[src/rtl/load_store_unit.sv]
// MEM-stage load/store requester: validates each access, drives the data-memory
// controller handshake, extracts/extends load data and aborts accesses that time out.
module load_store_unit #(
  parameter int DATA_WIDTH     = 32,
  parameter int ADDRESS_WIDTH  = 32,
  parameter int FUNC3_WIDTH    = 3,
  parameter int TIMEOUT_CYCLES = 255
) (
  input  logic                     clk,
  input  logic                     rst,
  input  logic                     memRead,
  input  logic                     memWrite,
  input  logic [FUNC3_WIDTH-1:0]   func3,
  input  logic [ADDRESS_WIDTH-1:0] address,
  input  logic [DATA_WIDTH-1:0]    storeData,
  output logic [DATA_WIDTH-1:0]    loadData,
  output logic                     stall,
  output logic                     done,
  output logic                     misalignErr,
  output logic                     busErr,
  output logic                     write_En,
  output logic                     read_En,
  output logic [FUNC3_WIDTH-1:0]   func3_out,
  output logic [ADDRESS_WIDTH-1:0] mem_address,
  output logic [DATA_WIDTH-1:0]    mem_data,
  input  logic [DATA_WIDTH-1:0]    mem_rdata,
  input  logic                     mem_ready
);

  localparam int CountWidth = $clog2(TIMEOUT_CYCLES + 1);

  typedef enum logic [1:0] {IDLE, BUSY, DONE} state_e;

  state_e                   state_q;
  logic [CountWidth-1:0]    count_q;
  logic                     readEn_q, writeEn_q, done_q, busErr_q, misalignErr_q;
  logic [FUNC3_WIDTH-1:0]   func3_q;
  logic [ADDRESS_WIDTH-1:0] address_q;
  logic [DATA_WIDTH-1:0]    memData_q, loadData_q;

  logic [DATA_WIDTH-1:0]    storeLanes_d, loadResult_d;
  logic                     funcLegal, aligned, reqValid, reqIllegal;
  logic [7:0]               loadByte;
  logic [15:0]              loadHalf;

  // A request is legal only when exactly one of read/write is set and size/alignment fit.
  always_comb begin
    funcLegal = 1'b0;
    if (memRead) begin
      case (func3)
        3'b000, 3'b001, 3'b010, 3'b100, 3'b101: funcLegal = 1'b1;
        default: funcLegal = 1'b0;
      endcase
    end else begin
      case (func3)
        3'b000, 3'b001, 3'b010: funcLegal = 1'b1;
        default: funcLegal = 1'b0;
      endcase
    end
    aligned = 1'b1;
    case (func3[1:0])
      2'b01:   aligned = ~address[0];
      2'b10:   aligned = (address[1:0] == 2'b00);
      default: aligned = 1'b1;
    endcase
    reqValid   = (memRead ^ memWrite) & funcLegal & aligned;
    reqIllegal = (memRead | memWrite) & ~reqValid;
  end

  always_comb begin
    case (func3[1:0])
      2'b00:   storeLanes_d = {4{storeData[7:0]}};
      2'b01:   storeLanes_d = {2{storeData[15:0]}};
      default: storeLanes_d = storeData;
    endcase
  end

  // Extraction uses the latched address/func3, since the pipeline inputs may not be trusted here.
  always_comb begin
    case (address_q[1:0])
      2'b00:   loadByte = mem_rdata[7:0];
      2'b01:   loadByte = mem_rdata[15:8];
      2'b10:   loadByte = mem_rdata[23:16];
      default: loadByte = mem_rdata[31:24];
    endcase
    loadHalf = address_q[1] ? mem_rdata[31:16] : mem_rdata[15:0];
    case (func3_q)
      3'b000:  loadResult_d = {{(DATA_WIDTH-8){loadByte[7]}}, loadByte};
      3'b001:  loadResult_d = {{(DATA_WIDTH-16){loadHalf[15]}}, loadHalf};
      3'b100:  loadResult_d = {{(DATA_WIDTH-8){1'b0}}, loadByte};
      3'b101:  loadResult_d = {{(DATA_WIDTH-16){1'b0}}, loadHalf};
      default: loadResult_d = mem_rdata;
    endcase
  end

  assign stall = ((state_q == IDLE) && reqValid) || (state_q == BUSY);

  always_ff @(posedge clk) begin
    if (rst) begin
      state_q       <= IDLE;
      count_q       <= '0;
      readEn_q      <= 1'b0;
      writeEn_q     <= 1'b0;
      done_q        <= 1'b0;
      busErr_q      <= 1'b0;
      misalignErr_q <= 1'b0;
      func3_q       <= '0;
      address_q     <= '0;
      memData_q     <= '0;
      loadData_q    <= '0;
    end else begin
      misalignErr_q <= 1'b0;
      case (state_q)
        IDLE: begin
          done_q     <= 1'b0;
          busErr_q   <= 1'b0;
          loadData_q <= '0;
          count_q    <= '0;
          if (reqValid) begin
            readEn_q  <= memRead;
            writeEn_q <= memWrite;
            func3_q   <= func3;
            address_q <= address;
            memData_q <= storeLanes_d;
            state_q   <= BUSY;
          end else begin
            misalignErr_q <= reqIllegal;
          end
        end
        BUSY: begin
          if (mem_ready) begin
            readEn_q   <= 1'b0;
            writeEn_q  <= 1'b0;
            loadData_q <= readEn_q ? loadResult_d : '0;
            done_q     <= 1'b1;
            state_q    <= DONE;
          end else if (count_q == CountWidth'(TIMEOUT_CYCLES - 1)) begin
            readEn_q   <= 1'b0;
            writeEn_q  <= 1'b0;
            loadData_q <= '0;
            busErr_q   <= 1'b1;
            done_q     <= 1'b1;
            state_q    <= DONE;
          end else begin
            count_q <= count_q + 1'b1;
          end
        end
        DONE: begin
          done_q     <= 1'b0;
          busErr_q   <= 1'b0;
          loadData_q <= '0;
          count_q    <= '0;
          state_q    <= IDLE;
        end
        default: state_q <= IDLE;
      endcase
    end
  end

  assign loadData    = loadData_q;
  assign done        = done_q;
  assign busErr      = busErr_q;
  assign misalignErr = misalignErr_q;
  assign read_En     = readEn_q;
  assign write_En    = writeEn_q;
  assign func3_out   = func3_q;
  assign mem_address = address_q;
  assign mem_data    = memData_q;

endmodule

[config.mk]
export PLATFORM = sky130hd
export DESIGN_NAME = load_store_unit
export DESIGN_NICKNAME = d
export VERILOG_FILES = /design/src/rtl/load_store_unit.sv
export SDC_FILE = /design/constraint.sdc
export NUM_CORES = 1
export LEC_CHECK = 0
export BUFFER_PORTS_ARGS = -buffer_cell sky130_fd_sc_hd__buf_2
export CORE_MARGIN = 1
export CORE_UTILIZATION = 40
export CTS_CLUSTER_SIZE = 28
export DETAILED_ROUTE_END_ITERATION = 8
export GPL_ROUTABILITY_DRIVEN = 0
export PLACE_DENSITY = 0.69
export SLEW_MARGIN = 10
export SYNTH_ARGS = -nofsm -noshare
export SYNTH_HDL_FRONTEND = slang
export SYNTH_SLANG_ARGS = --single-unit
export TNS_END_PERCENT = 20
[constraint.sdc]
create_clock -name clk -period 2.4 [get_ports clk]
set_input_delay 0.12 -clock clk [delete_from_list [all_inputs] [get_ports clk]]
set_output_delay 0.12 -clock clk [all_outputs]
set_load 0.05 [all_outputs]
# Word-level counts from Yosys, hierarchy flattened
# Cells that the tools add are included.
[word_totals]
wordCells = 89
regBits = 114
in_bits = 104
[op_classes]
reduce_logical = 20
addsub = 1
n_bitwise = 8
mux = 30
n_eq_ne = 19
[op_table]
columns = ["cell", "n"]
rows = [
  ["$pmux W32 S2", 2],
  ["$pmux W32 S4", 1],
  ["$mux W32", 3],
  ["$pmux W8 S3", 1],
  ["$mux W16", 1],
  ["$mux W8", 2],
  ["$pmux W8 S2", 1],
  ["$eq A3 B3 Y1 const B", 4],
  ["$mux W1", 10],
  ["$pmux W1 S2", 5],
  ["$reduce_and A3 Y1", 3],
  ["$add A8 B1 Y8 const B", 1],
  ["$eq A8 B8 Y1 const B", 1],
  ["$logic_not A2 Y1", 4],
  ["$eq A2 B1 Y1 const B", 3],
  ["$eq A2 B2 Y1 const B", 3],
  ["$eq A3 B1 Y1 const B", 2],
  ["$logic_not A3 Y1", 2],
  ["$mux W2", 3],
  ["$ne A2 B2 Y1 const B", 3],
  ["$reduce_and A2 Y1", 3],
  ["$reduce_or A3 Y1", 2],
  ["$reduce_or A5 Y1", 1],
  ["$pmux W2 S2", 1],
  ["other kinds (11)", 16],
]

# Depth between registers and ports, before layout
# Gate-level depths: netlist of run 1.
[depth]
depth_word = 8
ltp_mapped = 11

# Worst setup path after synthesis of run 1
# Ideal clock, no wire load.
[synth_timing]
path_type = "input to output"
startpoint = "input port func3[1]"
endpoint = "output port stall"
path_buffers = 3
arrival_time_ns = 1.967
required_time_ns = 2.280
stages = 9
path_slack_ns = 0.313
path_cell_list = "clkbuf_1 -> inv_1 -> ha_1 -> buf_4 -> nor3_2 -> o22ai_2 -> nand4_1 -> clkbuf_1 -> nand2_1"
[synth_between]
elab_chain_cells = 8
word_cells_on_any_way = 17
[synth_rtl]
columns = ["item", "line_no", "rtl"]
rows = [
  ["start: declaration", "13", "input logic [FUNC3_WIDTH-1:0] func3,"],
  ["$eq A3 B1 Y1 (tied with other cells)", "50, 55", ""],
  ["$reduce_or A5 Y1 or $reduce_or A3 Y1 (tied branches)", "50, 55", ""],
  ["$mux W1, on equally long branches", "50, 55", ""],
  ["$mux W1", "49", "if (memRead) begin"],
  ["$and A1 B1 Y1", "66", "reqValid = (memRead ^ memWrite) & funcLegal & aligned;"],
  ["$and A1 B1 Y1 (*)", "66", ""],
  ["$logic_and A1 B1 Y1 (*)", "96", "assign stall = ((state_q == IDLE) && reqValid) || (state_q == BUSY);"],
  ["$logic_or A1 B1 Y1 (*)", "96", ""],
  ["end: declaration", "17", "output logic stall,"],
]
# Mark *: on every way between the ends. The rest lies on a longest branch, timed or not.

# Worst setup path in the final report of run 1
[layout_timing]
startpoint = "input port func3[0]"
endpoint = "output port stall"
# Same word-level chain as after synthesis.

==> results.cfg, run 1 <==
[sta]
rsz0062_at_grt = no
setup_viol = 0
hold_ws_ps = 12.21
fin_skew_ps = 8.539
period_share = 0.9366
finalCriticalPeriod_ps = 2248
fmax_ghz = 0.4449
worst_slew_pin_slew_ps = 738.4
slew_viol_final = 0
tns_ps = 0
final_hold_viol_count = 0
relSlewSlack = 0.5025

[route]
routed_via_density = 5.226
drtAntennaViolNets = 0
drcViolationCount = 0
num_vias = 5142
drtIter0Drc = 322
firstDrtPassIters = 4
drt_wl_total_um = 15060
wl_per_cell_um = 15.30

[floorplanning]
dieHeight_um = 112.7
die_w_um = 112.7
pin_count = 209
rows = 40
coreArea_mm2 = 0.01196
die-area_mm2 = 0.01271
start_util = 0.4101

[critical_path]
r2r_end = loadData[4]$_SDFFE_PP0P_
crit_path_end_kind = output port
path_delay_family = buffers and inverters
slowest_stage = dlygate4sd3_1
slowest_delay_ps = 550
path_max_fanout = 38
arrival_ps = 2130
path_cells = dlygate4sd3_1 > buf_2 > inv_1 > ha_1 > inv_1 > o311ai_4 > nand4_1 > buf_12 > nand2_1 > clkbuf_4
critPathKind = input port to output port
cp.required_ps = 2280
r2r_slack_ps = 470
r2r_start = func3_out[0]$_SDFFE_PP0P_
crit_path_frequent_cell = inv_1
critPathLaunchType = input port
r2r.worst_path.cells = 5
critPathBufInv = 6

[logic_synthesis]
synthFlopType = dfxtp_1
synth-seq-cells = 114
synth_fp_nets = 680
postSynthCellCount = 570
synthArstFlopShare = 0
yosys.area.top_type_share = 0.4652
synth-edff-count = 0
synth_warnings = 0
yosys.area.top_type = dfxtp_1
postSynthAreaPerCell_um2 = 8.607
yosysSeqAreaShare = 0.4652
synthesis.area_mm2 = 0.004906
synth_area_leaders = dfxtp_1 47%, nand2_1 7.8%, a21oi_1 6.8%, a211oi_1 4.0%, nor2_1 3.8%
yosysUniqueCellTypes = 49

[cells_and_area]
drive_above_1_share = 0.3106
fin_nets = 937
synthToLayoutAreaGrowth_pct = 47.11
fillerInstances = 1059
diodes = 0

[power_and_ir_drop]
ir_drop_mv = 0.5401
powerDensity_mw_per_mm2 = 754.0
p_leak_nw = 3.146
total_power_mw = 5.442

[run_status]
status = finished, final reports clean

[clocking]
cts_root_buffer = clkbuf_16
postCtsSetupRepairBufs = 0
cts_buffer_depth = 2
clkTransAtPathRegs_ps = 50
h-tree-depth = 4
insertion_delay_ps = 410
numCtsBuffers = 17
clock-sinks = 114
cts_tree = yes

[grt]
grt-ovfl-total = 0
grtUsageTotal = 0.2397
globalRouteMet1Util = 0.2811
grt_pass1_wl_um = 23970
use_met2 = 0.4095
antenna_found_initial = 0
gr-usage-met3 = 0.06963
busiest_layer = met2
grt_max_degree = 59
grt_pass1_vias = 4978

[hold_path]
worstHoldEndpoint = mem_data[25]$_SDFFE_PP0P_
hold_start = storeData[25]
whs_path_depth = 3
hold_class = input port to register

[placed_design]
place.port_buffers = 208
dp_hpwl_um = 10230

[flow_run]
max_cap_violations = 0
[what timing repair did]
action / CTS / global route
gates resized for setup: 0 / 2
setup endpoints to repair: 0 / 1
hold endpoints to repair: 57 / 0
hold buffers: 57 / 0
[where the power goes]
group          switching [mW]  leakage, nW  internal (mW)
logic                   0.628         1.94          0.339
registers              0.0515        0.925           1.98
clock network           0.834        0.285           1.61
total                    1.51         3.15           3.93
[worst min-delay path, stage by stage]
cell and delay, ps:
buf_2 80, a211oi_1 60, nor3_1 110
[area by class of cell]
cell class	count	area [um2]	share of cell area
well taps	147	183.9	0.02549
inverters	10	37.54	0.005201
multi-input cells	407	2404	0.3330
repair buffers	277	1742	0.2413
clock buffers	23	488.0	0.06761
flip-flops and latches	114	2282	0.3162
clock inverters	6	80.08	0.01110
[through the flow]
step                      setup slack (ps)  utilization  area [um2]  instances
final                                152.1       0.6033        7217        984
after global routing                 1.856       0.6033        7217        984
after CTS                            59.00       0.6023        7204        984
after detailed placement             369.7       0.5071        6066        898
after global placement               471.1       0.5071        6066        898
after floorplan                      313.0            -        4906        570
[logic make-up after synthesis]
logic type,share of synthesized area
and+or+nand+nor,0.2043
AOI/OAI and AO/OA,0.2275
DFF,0.4652
buffers and inverters,0.04718
muxes,0.03162
adders and majority gates,0.01530
xor gates and xnor gates,0.008928
[routing by layer]
| metal | vias up | wire length [um] |
|---|---|---|
| met2 | 205 | 7356 |
| li1 | 2512 | - |
| met4 | 0 | 330 |
| met1 | 2395 | 6257 |
| met5 | - | 0 |
| met3 | 30 | 1111 |
[flip-flops by register name (all words and copies together), names as in the netlist]
| register | count |
|---|---|
| func3_out | 3 |
| read_En | 1 |
| misalignErr | 1 |
| loadData | 32 |
| busErr | 1 |
| done | 1 |
| write_En | 1 |
| mem_data | 32 |
| state_q | 2 |
| count_q | 8 |
| mem_address | 32 |
[synth_stat cells (2+ instances only)]
master     number
a211oi_1       26
a21oi_1        67
a22o_1         15
buf_2          14
buf_4           4
buf_6           2
clkbuf_1       19
dfxtp_1       114
ha_1            6
inv_1          10
mux2i_1        14
nand2_1       102
nand2b_1        7
nand3_1         4
nand4_1         3
nor2_1         50
nor2_2          2
nor2b_1        25
nor3_1         11
nor3b_1         3
o21ai_0         6
o221ai_1        7
o22ai_1         7
o2bb2a_1        7
o2bb2ai_1      17
or3_1           2
xnor2_1         2
xor2_1          3
[how the worst max path moves through the flow]
| stage | end | cells after the start | startpoint | slack (ps) |
|---|---|---|---|---|
| 6_report | stall | 10 | func3[0] | 150 |
| 5_1_grt | stall | 10 | func3[0] | 2 |
| 4_1_cts | stall | 10 | func3[0] | 60 |
| 3_5_place_dp | mem_data[31]$_SDFFE_PP0P_ | 8 | func3[1] | 370 |
| 3_3_place_gp | mem_data[18]$_SDFFE_PP0P_ | 8 | func3[1] | 470 |
| 2_1_floorplan | stall | 9 | func3[1] | 310 |
[placed cells by master (no fill, tap or decap), drive strengths merged, types with 2 or more instances in the layout]
cell / n
a211oi: 26
a21oi: 67
a22o: 15
buf: 219
bufinv: 2
clkbuf: 24
clkinv: 4
dfxtp: 114
dlygate4sd3: 57
ha: 6
inv: 10
mux2i: 14
nand2: 102
nand2b: 7
nand3: 5
nand4: 3
nor2: 52
nor2b: 25
nor3: 12
nor3b: 3
o21ai: 7
o221ai: 7
o22ai: 8
o2bb2a: 7
o2bb2ai: 17
or2: 2
or3: 2
xnor2: 2
xor2: 3
(Power assumes the default switching activity.)
==> run 2, diff against run 1 <==
==> constraint.sdc (replaced) <==
create_clock -name clk -period 2.9 [get_ports clk]
set_input_delay 0.145 -clock clk [delete_from_list [all_inputs] [get_ports clk]]
set_output_delay 0.145 -clock clk [all_outputs]
set_load 0.05 [all_outputs]
==> results.cfg, run 2 (synthesized netlist as in run 1, its figures left out) <==
[run_status]
status = finished, final reports clean

[cells_and_area]
fin_nets = 914
mostFrequentLayoutCells = 208 x buf_2, 114 x dfxtp_1, 102 x nand2_1
drive_above_1_share = 0.3141
fillerInstances = 1110
diodes = 0
final_common_cell = buf_2
synthToLayoutAreaGrowth_pct = 41.42

[hold_path]
hold_class = input port to register

[grt]
grtUsageTotal = 0.2335
grt_pass1_wl_um = 23310
antenna_found_initial = 0
globalRouteMet1Util = 0.2655
use_met2 = 0.4049
grt_max_degree = 75
busiest_layer = met2
grt_pass1_vias = 4987
grt-ovfl-total = 0
gr-usage-met3 = 0.07927

[sta]
fin_skew_ps = 15.75
tns_ps = 0
setup_viol = 0
layout_setup_ws_ps = 717.0
relSlewSlack = 0.4821
final_hold_viol_count = 0
period_share = 0.7528
fmax_ghz = 0.4581
finalCriticalPeriod_ps = 2183
slew_viol_final = 0
rsz0062_at_grt = no
worst_slew_pin_slew_ps = 776.9

[critical_path]
cp-startpoint = func3[1]
r2r_end = loadData[4]$_SDFFE_PP0P_
critPathLaunchType = input port
crit_path_frequent_cell = buf_2
path_max_fanout = 37
cp.depth = 9
r2r_start = func3_out[1]$_SDFFE_PP0P_
r2r_slack_ps = 840
crit_path_end_kind = output port
path_delay_family = buffers and inverters
arrival_ps = 2040
cp.required_ps = 2760
critPathKind = input port to output port
slowest_delay_ps = 370
path_cells = buf_2 > inv_1 > ha_1 > nor3_2 > o22ai_2 > nand4_1 > buf_4 > nand2_1 > buf_2
slowest_stage = buf_4
r2r.worst_path.cells = 5
critPathBufInv = 4
crit_path_end = stall

[clocking]
numCtsBuffers = 17
insertion_delay_ps = 410
cts_buffer_depth = 2
h-tree-depth = 4
clock-sinks = 114
cts_root_buffer = clkbuf_16
clkTransAtPathRegs_ps = 50
postCtsSetupRepairBufs = 0
cts_tree = yes

[route]
routed_via_density = 5.140
drt_wl_total_um = 14690
drcViolationCount = 0
drtIter0Drc = 278
firstDrtPassIters = 4
num_vias = 4945
drtAntennaViolNets = 0
wl_per_cell_um = 15.27

[flow_run]
max_cap_violations = 0

[placed_design]
place_ws_ps = 607.8
dp_hpwl_um = 10220
place.port_buffers = 208

[floorplanning]
start_util = 0.4101
rows = 40
coreArea_mm2 = 0.01196
die_w_um = 112.7
die-area_mm2 = 0.01271
pin_count = 209
dieHeight_um = 112.7

[power_and_ir_drop]
ir_drop_mv = 0.3704
p_leak_nw = 3.025
powerDensity_mw_per_mm2 = 638.2
[run 2: changes by cell type in the layout (fill, tap and decap cells not counted)]
cell | previous run | this run
dlygate4sd3_1 | 57 | 37
buf_12 | 3 | 0
clkbuf_1 | 2 | 4
buf_2 | 207 | 208
clkbuf_4 | 1 | 0
clkbuf_8 | 4 | 3
o311ai_2 | 0 | 1
o311ai_4 | 1 | 0
[run 2: repair_timing]
| item | CTS | global route |
|---|---|---|
| gates resized for setup | 0 | 0 |
| hold endpoints to repair | 37 | 0 |
| hold buffers | 37 | 0 |
[run 2: worst min-delay path by stage]
stage | endpoint | cells after the start | startpoint | slack [ps]
2_1_floorplan | mem_address[1]$_SDFFE_PP0P_ | 2 | address[1] | 280
3_5_place_dp | mem_address[7]$_SDFFE_PP0P_ | 3 | address[7] | 390
4_1_cts | mem_address[1]$_SDFFE_PP0P_ | 3 | address[1] | 0.2
5_1_grt | mem_data[2]$_SDFFE_PP0P_ | 3 | storeData[2] | 6
3_3_place_gp | mem_address[2]$_SDFFE_PP0P_ | 3 | address[2] | 390
6_report | mem_data[0]$_SDFFE_PP0P_ | 3 | storeData[0] | 10
[run 2: power by group]
part	total (mW)	internal, mW	switching, mW
combinational	0.755	0.249	0.506
sequential	1.68	1.64	0.0448
clock	1.99	1.31	0.677
total	4.43	3.20	1.23
[run 2: cell type report]
class                      instances  area (um2)  share of cell area
clock buffer                      24       481.7             0.06943
sequential                       114        2282              0.3289
multi-input combinational        407        2394              0.3450
timing repair buffer             254        1479              0.2132
clock inverter                     6       80.08             0.01154
inverter                          10       37.54            0.005410
tap                              147       183.9             0.02651
[run 2: tightest hold or removal path, delay by kind of cell]
kind                   cells  cell delay (ps)
buffers and inverters      1              120
AOI/OAI and AO/OA          1               50
and+or+nand+nor            1               50
[run 2: metrics by stage]
| step | power [mW] | instances | area, um2 | utilization | hold slack [ps] |
|---|---|---|---|---|---|
| final | 4.428 | 962 | 6938 | 0.5800 | 14.10 |
| after global placement | 2.412 | 895 | 6006 | 0.5021 | 386.5 |
| after global routing | 4.600 | 962 | 6938 | 0.5800 | 5.885 |
| after detailed placement | 2.426 | 895 | 6006 | 0.5021 | 391.2 |
| after floorplan | 2.212 | 570 | 4906 | - | 281.0 |
| after CTS | 4.460 | 962 | 6938 | 0.5800 | 0.1726 |
[run 2: metal layers]
layer	routed length, um	vias up
met5	0	-
met4	229	0
met3	1076	19
met2	7110	172
met1	6271	2290
li1	-	2464
